$ cat config.mk
export PLATFORM = sky130hd
export DESIGN_NAME = shift_unit_seq
export DESIGN_NICKNAME = d
export VERILOG_FILES = /design/src/rtl/shift_unit_seq.sv
export SDC_FILE = /design/constraint.sdc
export NUM_CORES = 1
export LEC_CHECK = 0
export CAP_MARGIN = 30
export CORE_ASPECT_RATIO = 0.8
export CORE_MARGIN = 8
export CORE_UTILIZATION = 45
export CTS_CLUSTER_DIAMETER = 50
export DETAILED_ROUTE_END_ITERATION = 10
export DONT_BUFFER_PORTS = 1
export SYNTH_ARGS = -nofsm -noshare
export SYNTH_HDL_FRONTEND = slang
export SYNTH_SLANG_ARGS = --single-unit
$ cat constraint.sdc
create_clock -name clk -period 3.42 [get_ports clk]
set_input_delay 0.684 -clock clk [delete_from_list [all_inputs] [get_ports clk]]
set_output_delay 0.684 -clock clk [all_outputs]
set_load 0.005 [all_outputs]
$ cat src/rtl/shift_unit_seq.sv
// shift_unit_seq: multicycle one-bit-per-clock shift unit.
// Sources and amounts are selected internally and latched on accept.
module shift_unit_seq #(
    parameter int WIDTH   = 32,
    parameter int SHAMT_W = 5,
    parameter int LUI_AMT = 16
) (
    input  logic               clk,
    input  logic               reset,
    input  logic               start,
    input  logic [1:0]         src_sel,
    input  logic [1:0]         amt_sel,
    input  logic [1:0]         op,
    input  logic [WIDTH-1:0]   in_a,
    input  logic [WIDTH-1:0]   in_b,
    input  logic [WIDTH-1:0]   in_imm,
    input  logic [SHAMT_W-1:0] in_shamt,
    output logic               busy,
    output logic               done,
    output logic [WIDTH-1:0]   result
);

    localparam logic [1:0] S_IDLE  = 2'd0;
    localparam logic [1:0] S_SHIFT = 2'd1;
    localparam logic [1:0] S_DONE  = 2'd2;

    localparam logic [1:0] OP_SLL = 2'd0;
    localparam logic [1:0] OP_SRL = 2'd1;
    localparam logic [1:0] OP_SRA = 2'd2;

    localparam logic [SHAMT_W-1:0] LUI_SH = SHAMT_W'(LUI_AMT);

    logic [1:0]         state;
    logic [1:0]         op_q;
    logic [SHAMT_W-1:0] count;
    logic [WIDTH-1:0]   src_val;
    logic [SHAMT_W-1:0] amt_val;
    logic [WIDTH-1:0]   shifted;
    logic               accept;

    // Operand source mux, only consumed at accept.
    always_comb begin
        src_val = '0;
        case (src_sel)
            2'd0:    src_val = in_a;
            2'd1:    src_val = in_b;
            2'd2:    src_val = in_imm;
            default: src_val = '0;
        endcase
    end

    // Shift amount mux; in_b contributes only its low bits.
    always_comb begin
        amt_val = '0;
        case (amt_sel)
            2'd0:    amt_val = in_shamt;
            2'd1:    amt_val = in_b[SHAMT_W-1:0];
            2'd2:    amt_val = LUI_SH;
            default: amt_val = '0;
        endcase
    end

    // Single-bit step of the current result per latched op.
    always_comb begin
        shifted = result;
        case (op_q)
            OP_SLL:  shifted = {result[WIDTH-2:0], 1'b0};
            OP_SRL:  shifted = {1'b0, result[WIDTH-1:1]};
            OP_SRA:  shifted = {result[WIDTH-1], result[WIDTH-1:1]};
            default: shifted = {result[0], result[WIDTH-1:1]};
        endcase
    end

    assign accept = start && ((state == S_IDLE) || (state == S_DONE));

    // Control FSM and datapath registers; reset overrides everything.
    always_ff @(posedge clk) begin
        if (reset) begin
            state  <= S_IDLE;
            result <= '0;
            count  <= '0;
            op_q   <= '0;
        end else if (accept) begin
            result <= src_val;
            count  <= amt_val;
            op_q   <= op;
            state  <= (amt_val != '0) ? S_SHIFT : S_DONE;
        end else begin
            case (state)
                S_SHIFT: begin
                    result <= shifted;
                    count  <= count - 1'b1;
                    if (count == SHAMT_W'(1)) begin
                        state <= S_DONE;
                    end
                end
                S_DONE:  state <= S_IDLE;
                S_IDLE:  state <= S_IDLE;
                default: state <= S_IDLE;
            endcase
        end
    end

    assign busy = (state == S_SHIFT);
    assign done = (state == S_DONE);

endmodule

==> results_dict.tcl <==
set metrics [dict create \
    area_growth_pct 3.148 \
    clk-insertion-delay-late_ns 0.29 \
    place_area_mm2 0.002743 \
    slew_viol_final 0 \
    async_flop_share 0 \
    synth_top_family_by_area "multiplexers" \
    clock_path_buffers 2 \
    final-hold-violation-count 0 \
    critPathMaxFanout 16 \
    finalPower_uw 1226 \
    critPathKind "flop to flop" \
    vias 2414 \
    status "completed" \
    cts-root-buf "clkbuf_8" \
    dieArea_mm2 0.008864 \
    setup_viol 0 \
    die_x_um 103.3 \
    synth-edff-count 0 \
    rsz0062_at_grt "no" \
    critical_path_arrival_ns 2.22 \
    synth.ff_latch_count 41 \
    drcViolationCount 0 \
    viasPerCell 6.096 \
    design_area_mm2 0.002829 \
    die_h_um 85.83 \
    rrSetupSlack_ns 1.40 \
    synth_compound_area_frac 0.2089 \
    hold_depth 1 \
    drive_gt1_frac 0.06032 \
    fillers 567 \
    grt.overflow.total 0 \
    cts.repair.resized 0 \
    fin_crit_ns 2.016 \
    antenna_cells 0 \
    initial_core_util 0.4639 \
    grt_pass1_vias 2347 \
    yosys-mux-area-fraction 0.2409 \
    dr.pass1.iters 4 \
    postCtsSetupBuffers 0 \
    crit_required_ns 3.63 \
    crit_path_end_kind "flop" \
    final_common_cell "mux2i_1" \
    avgSynthCellArea_um2 8.261 \
    antenna_found_initial 0 \
    min_path_type "primary input to flop" \
    syn_inst 332 \
    yosys_warnings 0 \
    synthSimpleGateAreaFrac 0.1706 \
    hold_ws_ns 0.4515 \
    h-tree-depth 2 \
    nNetsFinal 427 \
    portBuffers 0 \
    gp_congestion 0.8223 \
    grt_first_pass_wirelength_um 12450 \
    p_leak_uw 0.001169 \
    drtIter0Drc 93 \
    fmax_mhz 495.9 \
    cts_tree "built" \
    numCtsBuffers 5 \
    worst_pin_slew_ns 0.7807 \
    worstReg2RegEnd "result[27]$_SDFFE_PP0P_" \
    ioPinCount 144 \
    cp-start-kind "flop" \
    clkTransAtPathRegs_ns 0.08 \
    fin_skew_ns 0.009269 \
    synth-xor-area-share 0 \
    core_mm2 0.005912 \
    max_cap_violations 0 \
    wl_um 8221 \
    peakVddDrop_uv 191.4 \
    period_share 0.5896 \
    synth_nets 444 \
    grtUsageTotal 0.1768 \
    rows 25 \
    min-delay-start "reset" \
    setup-tns-final_ns 0 \
    hpwl_um 6174 \
    rr_worst_depth 6 \
    grt_max_degree 35 \
    relSlewSlack 0.4785 \
    clock_sinks 41 \
    syn-cell-area_mm2 0.002743 \
    ys.flop_type "dfxtp_1" \
    hold_buffers 0 \
    synth_cell_types 38 \
    r2r-start "state[1]$_SDFFE_PP0P_" \
    yosys.area_share.adder 0.009124 \
    seq_area_frac_synth 0.2993 \
    whs_endpoint "op_q[1]$_SDFFE_PP0N_" \
    mostFrequentLayoutCells "66 x mux2i_1, 44 x nor2_1, 41 x dfxtp_1" \
    routedWlPerCell_um 20.76 \
    antenna_left 0 \
    powerDensity_mw_per_mm2 433.5 \
]
-- kinds of logic (layout without fill, tap and decap cells) --
family / count (synthesis) / in the layout
buffers and inverters: 35 / 18
AOI/OAI and AO/OA: 84 / 84
DFF: 41 / 41
muxes: 66 / 66
and+or+nand+nor: 104 / 104
adders and majority gates: 2 / 2
-- through the flow --
step | util | std cells | setup WS [ns]
after floorplan | - | 332 | 1.797
after global placement | 0.4593 | 388 | 1.323
after detailed placement | 0.4639 | 389 | 1.243
after CTS | 0.4785 | 396 | 1.407
after global routing | 0.4785 | 396 | 1.219
final | 0.4785 | 396 | 1.404
-- flip-flops by register name, summed over array words and instances (netlist names) --
register  count
result       32
op_q          2
state         2
count         5
-- critical path: stages, from the launching register on --
cell	delay, ns
dfxtp_1	0.32
nand2b_1	0.35
inv_2	0.18
nor3_4	0.60
buf_4	0.33
nand2_1	0.07
o221ai_1	0.08
-- report_power, final --
| group | internal (uW) | switching (uW) | total (uW) |
|---|---|---|---|
| logic | 139 | 165 | 304 |
| clock network | 160 | 162 | 323 |
| registers | 530 | 70.1 | 600 |
| total | 829 | 397 | 1230 |
-- how the worst max path moves through the flow --
stage / startpoint / slack, ns / to
floorplan: src_sel[1] / 1.80 / result[1]$_SDFFE_PP0P_
global placement: start / 1.32 / result[22]$_SDFFE_PP0P_
detailed placement: start / 1.24 / result[10]$_SDFFE_PP0P_
CTS: state[1]$_SDFFE_PP0P_ / 1.41 / result[27]$_SDFFE_PP0P_
global route: state[1]$_SDFFE_PP0P_ / 1.22 / result[29]$_SDFFE_PP0P_
finish: state[1]$_SDFFE_PP0P_ / 1.40 / result[27]$_SDFFE_PP0P_
-- per-layer routing --
| metal | track usage | wire, um | vias to the layer above |
|---|---|---|---|
| li1 | - | - | 1192 |
| met1 | 0.2264 | 3556 | 1113 |
| met2 | 0.2768 | 3671 | 104 |
| met3 | 0.06392 | 954 | 5 |
| met4 | 0.03539 | 38 | 0 |
| met5 | 0 | 0 | - |
-- layout make-up --
class                      count  area, um2  share of cell area
multi-input combinational    256       1740              0.6152
sequential                    41      820.8              0.2901
tap                           81      101.3             0.03582
clock buffer                   7      86.33             0.03052
timing repair buffer           5      57.56             0.02035
inverter                       6      22.52            0.007961
-- cell usage after synthesis, types with 2 or more instances --
master / number / area share
a21oi_1: 39 / 0.071
nor4_2: 2 / 0.0091
mux2i_1: 66 / 0.24
buf_6: 5 / 0.021
o21ai_1: 2 / 0.0036
nor3_2: 2 / 0.0073
a31oi_1: 3 / 0.0068
nor2_1: 44 / 0.060
nand2_1: 37 / 0.051
nand2b_1: 4 / 0.0091
clkbuf_1: 5 / 0.0068
nor3_1: 3 / 0.0055
nor2b_1: 3 / 0.0068
buf_2: 18 / 0.033
or3_1: 2 / 0.0046
inv_1: 5 / 0.0068
o221ai_1: 30 / 0.096
ha_1: 2 / 0.0091
dfxtp_1: 41 / 0.30
Power figures use the tool's default switching activity.
